$ cat config.mk
export PLATFORM = sky130hd
export DESIGN_NAME = weight_load_ctrl
export DESIGN_NICKNAME = d
export VERILOG_FILES = /design/src/rtl/weight_load_ctrl.sv
export SDC_FILE = /design/constraint.sdc
export NUM_CORES = 1
export LEC_CHECK = 0
export CORE_ASPECT_RATIO = 1.1
export CORE_MARGIN = 1
export CORE_UTILIZATION = 45
export CTS_CLUSTER_SIZE = 24
export DETAILED_ROUTE_END_ITERATION = 6
export GPL_ROUTABILITY_DRIVEN = 0
export GPL_TIMING_DRIVEN = 0
export HOLD_SLACK_MARGIN = 0.12
export PLACE_DENSITY = 0.81
export SYNTH_ARGS = -nofsm -noshare
export SYNTH_HDL_FRONTEND = slang
export SYNTH_SLANG_ARGS = --single-unit
$ cat constraint.sdc
create_clock -name clk -period 5.87 [get_ports clk]
set_input_delay 1.4675 -clock clk [delete_from_list [all_inputs] [get_ports clk]]
set_output_delay 1.4675 -clock clk [all_outputs]
set_load 0.005 [all_outputs]
$ cat src/rtl/weight_load_ctrl.sv
// Weight buffer load sequencer: fetches one burst per filter set, releases it to the
// PE array, frees the buffer and loops until all sets of the layer are done.
module weight_load_ctrl #(
  parameter int unsigned ADDR_W     = 32,
  parameter int unsigned BEAT_BYTES = 8,
  parameter int unsigned M1_BEATS   = 88,
  parameter int unsigned M2_BEATS   = 44,
  parameter int unsigned M3_BEATS   = 22
) (
  input  logic              clk,
  input  logic              rst_n,
  input  logic              start,
  input  logic              abort,
  input  logic [1:0]        mode_in,
  input  logic [ADDR_W-1:0] base_addr,
  input  logic [7:0]        num_sets,
  output logic              mem_rd_req,
  output logic [ADDR_W-1:0] mem_rd_addr,
  output logic [6:0]        mem_rd_len,
  input  logic              mem_rd_gnt,
  input  logic              mem_rd_valid,
  output logic              wb_data_valid,
  input  logic              wb_ready,
  output logic              wb_output_filter,
  output logic              wb_free,
  input  logic              pe_round_done,
  output logic              busy,
  output logic              done,
  output logic              err_stray
);

  localparam int unsigned LEN_W = 7;
  localparam int unsigned SET_W = 8;

  typedef enum logic [2:0] {
    IDLE, REQ, FILL, WAIT_RDY, OUTPUT, FREE, DONE
  } state_t;

  state_t state_q, next_state;

  logic [LEN_W-1:0]  beats_q;
  logic [LEN_W-1:0]  beat_cnt_q;
  logic [ADDR_W-1:0] cur_addr_q;
  logic [SET_W-1:0]  sets_left_q;
  logic              aborting_q;
  logic              req_q, free_q, filter_q, done_q, stray_q, busy_q;
  logic              abort_act;
  logic              last_beat;

  function automatic logic [LEN_W-1:0] beats_of(input logic [1:0] m);
    case (m)
      2'd1:    return LEN_W'(M2_BEATS);
      2'd2:    return LEN_W'(M3_BEATS);
      default: return LEN_W'(M1_BEATS);
    endcase
  endfunction

  assign abort_act = abort && (state_q != IDLE);
  assign last_beat = mem_rd_valid && (beat_cnt_q == beats_q - LEN_W'(1));

  // State register
  always_ff @(posedge clk or negedge rst_n) begin
    if (!rst_n) state_q <= IDLE;
    else        state_q <= next_state;
  end

  // Next-state logic; abort overrides every other transition
  always_comb begin
    next_state = state_q;
    case (state_q)
      IDLE:     if (start) next_state = (num_sets == SET_W'(0)) ? DONE : REQ;
      REQ:      if (mem_rd_gnt) next_state = FILL;
      FILL:     if (last_beat) next_state = WAIT_RDY;
      WAIT_RDY: if (wb_ready) next_state = OUTPUT;
      OUTPUT:   if (pe_round_done) next_state = FREE;
      FREE: begin
        if (aborting_q)                      next_state = IDLE;
        else if (sets_left_q != SET_W'(1))   next_state = REQ;
        else                                 next_state = DONE;
      end
      DONE:     next_state = IDLE;
      default:  next_state = IDLE;
    endcase
    if (abort_act) next_state = (state_q == FREE) ? IDLE : FREE;
  end

  // Layer context, beat counter and burst address
  always_ff @(posedge clk or negedge rst_n) begin
    if (!rst_n) begin
      beats_q     <= '0;
      beat_cnt_q  <= '0;
      cur_addr_q  <= '0;
      sets_left_q <= '0;
      aborting_q  <= 1'b0;
    end else begin
      if (state_q == IDLE) begin
        aborting_q <= 1'b0;
        if (start) begin
          beats_q     <= beats_of(mode_in);
          cur_addr_q  <= base_addr;
          sets_left_q <= num_sets;
        end
      end else if (abort_act) begin
        aborting_q <= 1'b1;
      end else begin
        if (state_q == REQ && mem_rd_gnt)  beat_cnt_q <= '0;
        if (state_q == FILL && mem_rd_valid) beat_cnt_q <= beat_cnt_q + LEN_W'(1);
        if (state_q == FREE && !aborting_q) begin
          sets_left_q <= sets_left_q - SET_W'(1);
          cur_addr_q  <= cur_addr_q + ADDR_W'(ADDR_W'(beats_q) * ADDR_W'(BEAT_BYTES));
        end
      end
    end
  end

  // Registered outputs aligned with the state they belong to
  always_ff @(posedge clk or negedge rst_n) begin
    if (!rst_n) begin
      req_q    <= 1'b0;
      free_q   <= 1'b0;
      filter_q <= 1'b0;
      done_q   <= 1'b0;
      stray_q  <= 1'b0;
      busy_q   <= 1'b0;
    end else begin
      req_q    <= (next_state == REQ);
      free_q   <= (next_state == FREE);
      filter_q <= (state_q == OUTPUT) && (next_state == OUTPUT);
      done_q   <= (state_q == DONE) && (next_state == IDLE);
      stray_q  <= mem_rd_valid && (state_q != FILL);
      busy_q   <= (next_state != IDLE);
    end
  end

  assign mem_rd_req       = req_q;
  assign mem_rd_addr      = cur_addr_q;
  assign mem_rd_len       = beats_q;
  assign wb_data_valid    = (state_q == FILL) && mem_rd_valid && !abort;
  assign wb_output_filter = filter_q;
  assign wb_free          = free_q;
  assign busy             = busy_q;
  assign done             = done_q;
  assign err_stray        = stray_q;

endmodule
## After elaboration in Yosys (flattened, before gate mapping)

Index checks and enable logic that the tools add are counted.

| storage, ports and cells | value |
|---|---|
| bits in registers | 64 |
| bits in latches | 0 |
| memory bits (writable) | 0 |
| ROM bits | 0 |
| input bits | 50 |
| output and inout bits | 46 |
| logic and storage cells | 80 |
| memories kept | 0 |

| operators by class | value |
|---|---|
| add/subtract/negate cells | 4 |
| $mul | 0 |
| divide/modulo/power cells | 0 |
| magnitude comparators | 0 |
| eq/ne operators | 16 |
| shifts and indexed selects | 0 |
| mux-type cells | 24 |
| bitwise gates (word level) | 2 |
| reductions and logical operators | 22 |

Operators by type and width:

| kind | number |
|---|---|
| two-way mux 32 bit | 4 |
| adder 32 x 10 -> 32 bit | 1 |
| two-way mux 8 bit | 4 |
| two-way mux 3 bit | 10 |
| case mux 3 bit (6 select lines) | 1 |
| equality test 3 bit (second input constant) | 5 |
| two-way mux 7 bit | 2 |
| case mux 7 bit (2 select lines) | 1 |
| logical AND 1 bit | 9 |
| logical NOT 8 bit | 1 |
| inequality test 8 x 1 -> 1 bit (second input constant) | 1 |
| subtractor 8 x 1 -> 8 bit (second input constant) | 1 |
| adder 7 x 1 -> 7 bit (second input constant) | 1 |
| equality test 7 bit | 1 |
| subtractor 7 x 1 -> 7 bit (second input constant) | 1 |
| equality test 3 x 1 -> 1 bit (second input constant) | 2 |
| equality test 3 x 2 -> 1 bit (second input constant) | 2 |
| logical NOT 3 bit | 2 |
| AND reduction 3 bit | 2 |
| nonzero test 2 bit | 3 |
| nonzero test 3 bit | 2 |
| inequality test 3 x 2 -> 1 bit (second input constant) | 1 |
| equality test 2 x 1 -> 1 bit (second input constant) | 1 |
| equality test 2 bit (second input constant) | 1 |
| other kinds (6) | 9 |

## Logic depth before layout (Yosys ltp)

| logic depth | value |
|---|---|
| depth after elaboration | 8 |
| depth in mapped cells | 10 |
| mapped depth without buffers | 9 |

## Least setup slack after synthesis

Ideal clock, no wire load.

| timing | value |
|---|---|
| path kind | input -> output |
| start | in mem_rd_valid |
| end | out wb_data_valid |
| arrival time | 1.844 ns |
| data required time | 4.403 ns |
| slack | 2.559 ns |
| cell stages on the path | 2 |
| path through | nand4bb_1 -> nor2_1 |

| on the way | value |
|---|---|
| longest elaborated chain between the ends | 2 |

RTL lines:

| what | line | RTL |
|---|---|---|
| from (decl) | 21 | `input logic mem_rd_valid,` |
| logical AND 1 bit (2 in series) | 138 | `assign wb_data_valid = (state_q == FILL) && mem_rd_valid && !abort;` |
| to (decl) | 22 | `output logic wb_data_valid,` |

Every way passes these cells.

## Worst setup path after layout

Same ends and word-level chain as after synthesis.

==> impl_metrics.tcl <==
set metrics [dict create \
    status "finished with violations" \
    violations "design-rule violations" \
    n_antenna_cell 0 \
    nFillCells 716 \
    nNetsFinal 616 \
    seqPwrFrac_pct 30.2 \
    core_um2 8320 \
    ys_ff_latch 63 \
    r2r-end "mem_rd_addr[12]" \
    vias_per_cell 5.82 \
    multiInputGateArea_um2 2100 \
    die_w_um 90.1 \
    initial_core_util_pct 46.2 \
    synth.net_count 511 \
    synthArstFlopShare_pct 100 \
    worstPathRequired_ns 4.40 \
    dp_hpwl_um 8080 \
    clkLatencyLatePin_ns 0.35 \
    rrSetupSlack_ns 2.99 \
    setup_violations 0 \
    worstPathCellList "clkdlybuf4s50_1 > nand4bb_1 > nor2_1 > clkdlybuf4s50_1" \
    dieArea_um2 8920 \
    row_count 35 \
    syn_area_um2 3840 \
    detail_route.wl_per_cell_um 16.9 \
    worst_pin_slew_ns 1.05 \
    drt_iter0_markers 308 \
    slew_headroom_pct 29.0 \
    power.leakage_nw 2.18 \
    ys.flop_type "dfrtp_1" \
    worstPathArrival_ns 3.05 \
    numCtsBuffers 9 \
    final_max_slew_viol_count 0 \
    grt_max_degree 64 \
    path_clk_slew_ns 0.07 \
    cts_resized 0 \
    synth_area_per_cell_um2 8.62 \
    cts-root-buf "clkbuf_8" \
    ff_latch_area_um2 1580 \
    cpMostUsedCell "clkdlybuf4s50_1" \
    cts_buffer_depth 2 \
    path_class "in -> out" \
    antenna_found_initial 0 \
    yosysWarnings 0 \
    cp_max_fo 7 \
    cpPeakStageDelay_ns 0.58 \
    cp.depth 4 \
    final-hold-violation-count 0 \
    hold_depth 2 \
    synth_edf_count 0 \
    cts_tree "done" \
    hold_buffers 0 \
    area_growth_pct 33.8 \
    cp_top_family "buffers and inverters" \
    worstSetupStartpointType "primary input" \
    peakVddDrop_v 0.000236 \
    reg2reg_depth 10 \
    clockPowerShare_pct 15.6 \
    final_area_um2 5140 \
    ant_nets 0 \
    p_int_mw 1.57 \
    post-route-drc-count 4 \
    synth_top_area_share_pct 41.0 \
    pin_count 96 \
    cap_viol_max_count 0 \
    p_per_area_nw_per_um2 535 \
    swShare_pct 42.9 \
    min_to "mem_rd_addr[3]" \
    synth.distinct_cells 64 \
    min_from "mem_rd_addr[3]" \
    drt_wl_total_um 11300 \
    grt_use_total_pct 25.7 \
    min_period_ns 4.52 \
    drt_first_pass_iters 7 \
    yosys.area.top_type "dfrtp_1" \
    grt_pass1_vias 3847 \
    ys_seq_area_share_pct 41.0 \
    power_frac_comb_pct 54.1 \
    fin_total_pwr_mw 2.75 \
    max_freq_mhz 221 \
    slowest_stage "clkdlybuf4s50_1" \
    drive_gt1_share_pct 6.12 \
    crit_path_end_kind "output pin" \
    skew_ns 0.00876 \
    grt_pass1_wl_um 18100 \
    vias 3879 \
    yosys-top-cells-area "dfrtp_1 (41%), nand2_1 (5.3%), o21ai_0 (4.8%), ha_1 (4.6%), a21oi_1 (4.2%)" \
    h-tree-depth 3 \
    p_switching_mw 1.18 \
    post-route-period-util_pct 77.0 \
    die_y_um 98.9 \
    post-cts-setup-buffers 0 \
    postSynthCellCount 446 \
    cts.sinks 63 \
    crit_buf_inv 2 \
    grt-ovfl-total 0 \
    holdCritPathClass "reg -> reg" \
    postPlaceCellArea_um2 4920 \
    io_buffers 94 \
    tns_ns 0 \
    rsz0062_at_grt "false" \
    rr_startpoint "mem_rd_len[1]" \
]
## cells by family after synthesis
group                      synth area share [%]
and+or+nand+nor                            22.5
AOI/OAI and AO/OA                          24.0
DFF                                        41.0
buffers and inverters                      4.36
adders and majority gates                  5.08
xor gates and xnor gates                   2.73
other                                    0.0975
muxes                                     0.293
## worst max-delay path by stage
| stage | start | to | slack (ns) |
|---|---|---|---|
| 6_report | mem_rd_valid | wb_data_valid | 1.35 |
| 5_1_grt | mem_rd_valid | wb_data_valid | 1.30 |
| 4_1_cts | mem_rd_valid | wb_data_valid | 1.38 |
| 3_5_place_dp | mem_rd_valid | wb_data_valid | 1.39 |
| 3_3_place_gp | rst_n | mem_rd_addr[13] | 1.22 |
| 2_1_floorplan | mem_rd_valid | wb_data_valid | 2.56 |
## routing by layer
layer,wire (um),share of wire (%),GRT usage (%)
met5,0,0,0
met4,204,1.8,10.8
met3,741,6.6,5.32
met2,5620,50,43.8
met1,4700,42,31.8
## layout make-up
cell class,count,share of cell area (%)
sequential,63,30.6
clock buffer,10,2.68
buffer,26,2.09
multi-input combinational,341,40.8
tap,111,2.70
inverter,16,1.17
clock inverter,6,1.63
timing repair buffer,94,18.2
## flip-flops by register name, summed over array words and instances, names as in the netlist
signal / count
done: 1
mem_rd_addr: 32
busy: 1
sets_left_q: 8
state_q: 3
mem_rd_req: 1
err_stray: 1
aborting_q: 1
wb_output_filter: 1
wb_free: 1
beat_cnt_q: 7
mem_rd_len: 6
## per-stage QoR
step	setup WS (ns)	util [%]	hold WS, ns	instances
2_1_floorplan	2.56	-	0.470	446
3_3_place_gp	1.22	59.2	0.461	651
3_5_place_dp	1.39	59.2	0.470	651
4_1_cts	1.38	61.8	0.493	667
5_1_grt	1.30	61.8	0.523	667
6_report	1.35	61.8	0.489	667
## layout by cell type (no fill, tap or decap), types with 6 or more instances in the layout
cell,n
a21o_1,6
nand3_1,17
o22ai_1,9
inv_1,16
xor2_1,7
clkdlybuf4s50_1,93
nor2_1,39
dfrtp_1,63
nand2_1,54
clkbuf_8,10
clkbuf_1,20
ha_1,14
a21oi_1,32
a2bb2oi_1,9
nor3_1,18
o21ai_0,37
## synthesized netlist by cell type, types with 4 or more instances
| cell type | number |
|---|---|
| o211ai_1 | 4 |
| o21a_1 | 5 |
| nand2_1 | 54 |
| xnor2_1 | 5 |
| and3_1 | 4 |
| a31oi_1 | 4 |
| nor3_1 | 18 |
| a211oi_1 | 5 |
| a211o_1 | 4 |
| xor2_1 | 7 |
| nand3_1 | 17 |
| o22ai_1 | 9 |
| o21ai_0 | 37 |
| dfrtp_1 | 63 |
| nor2b_1 | 5 |
| a21o_1 | 6 |
| nor2_1 | 39 |
| a2bb2oi_1 | 9 |
| ha_1 | 14 |
| a21oi_1 | 32 |
| clkbuf_1 | 20 |
| inv_1 | 16 |
## worst register-to-register path, delay by kind of cell, from the launching register on
kind / cells / cell delay, ns
AOI/OAI and AO/OA: 4 / 0.75
and+or+nand+nor: 2 / 0.47
adders and majority gates: 2 / 0.64
DFF: 1 / 0.46
buffers and inverters: 2 / 0.46
## power by group through the flow
stage / Combinational [mW] / Sequential [mW] / Clock [mW]
4_1_cts: 1.47 / 0.825 / 0.430
3_5_place_dp: 1.46 / 0.830 / 0
2_1_floorplan: 0.895 / 0.791 / 0
3_3_place_gp: 1.41 / 0.824 / 0
5_1_grt: 1.63 / 0.857 / 0.452
6_report: 1.49 / 0.832 / 0.429
No activity file was read; power rests on OpenSTA's default activity.
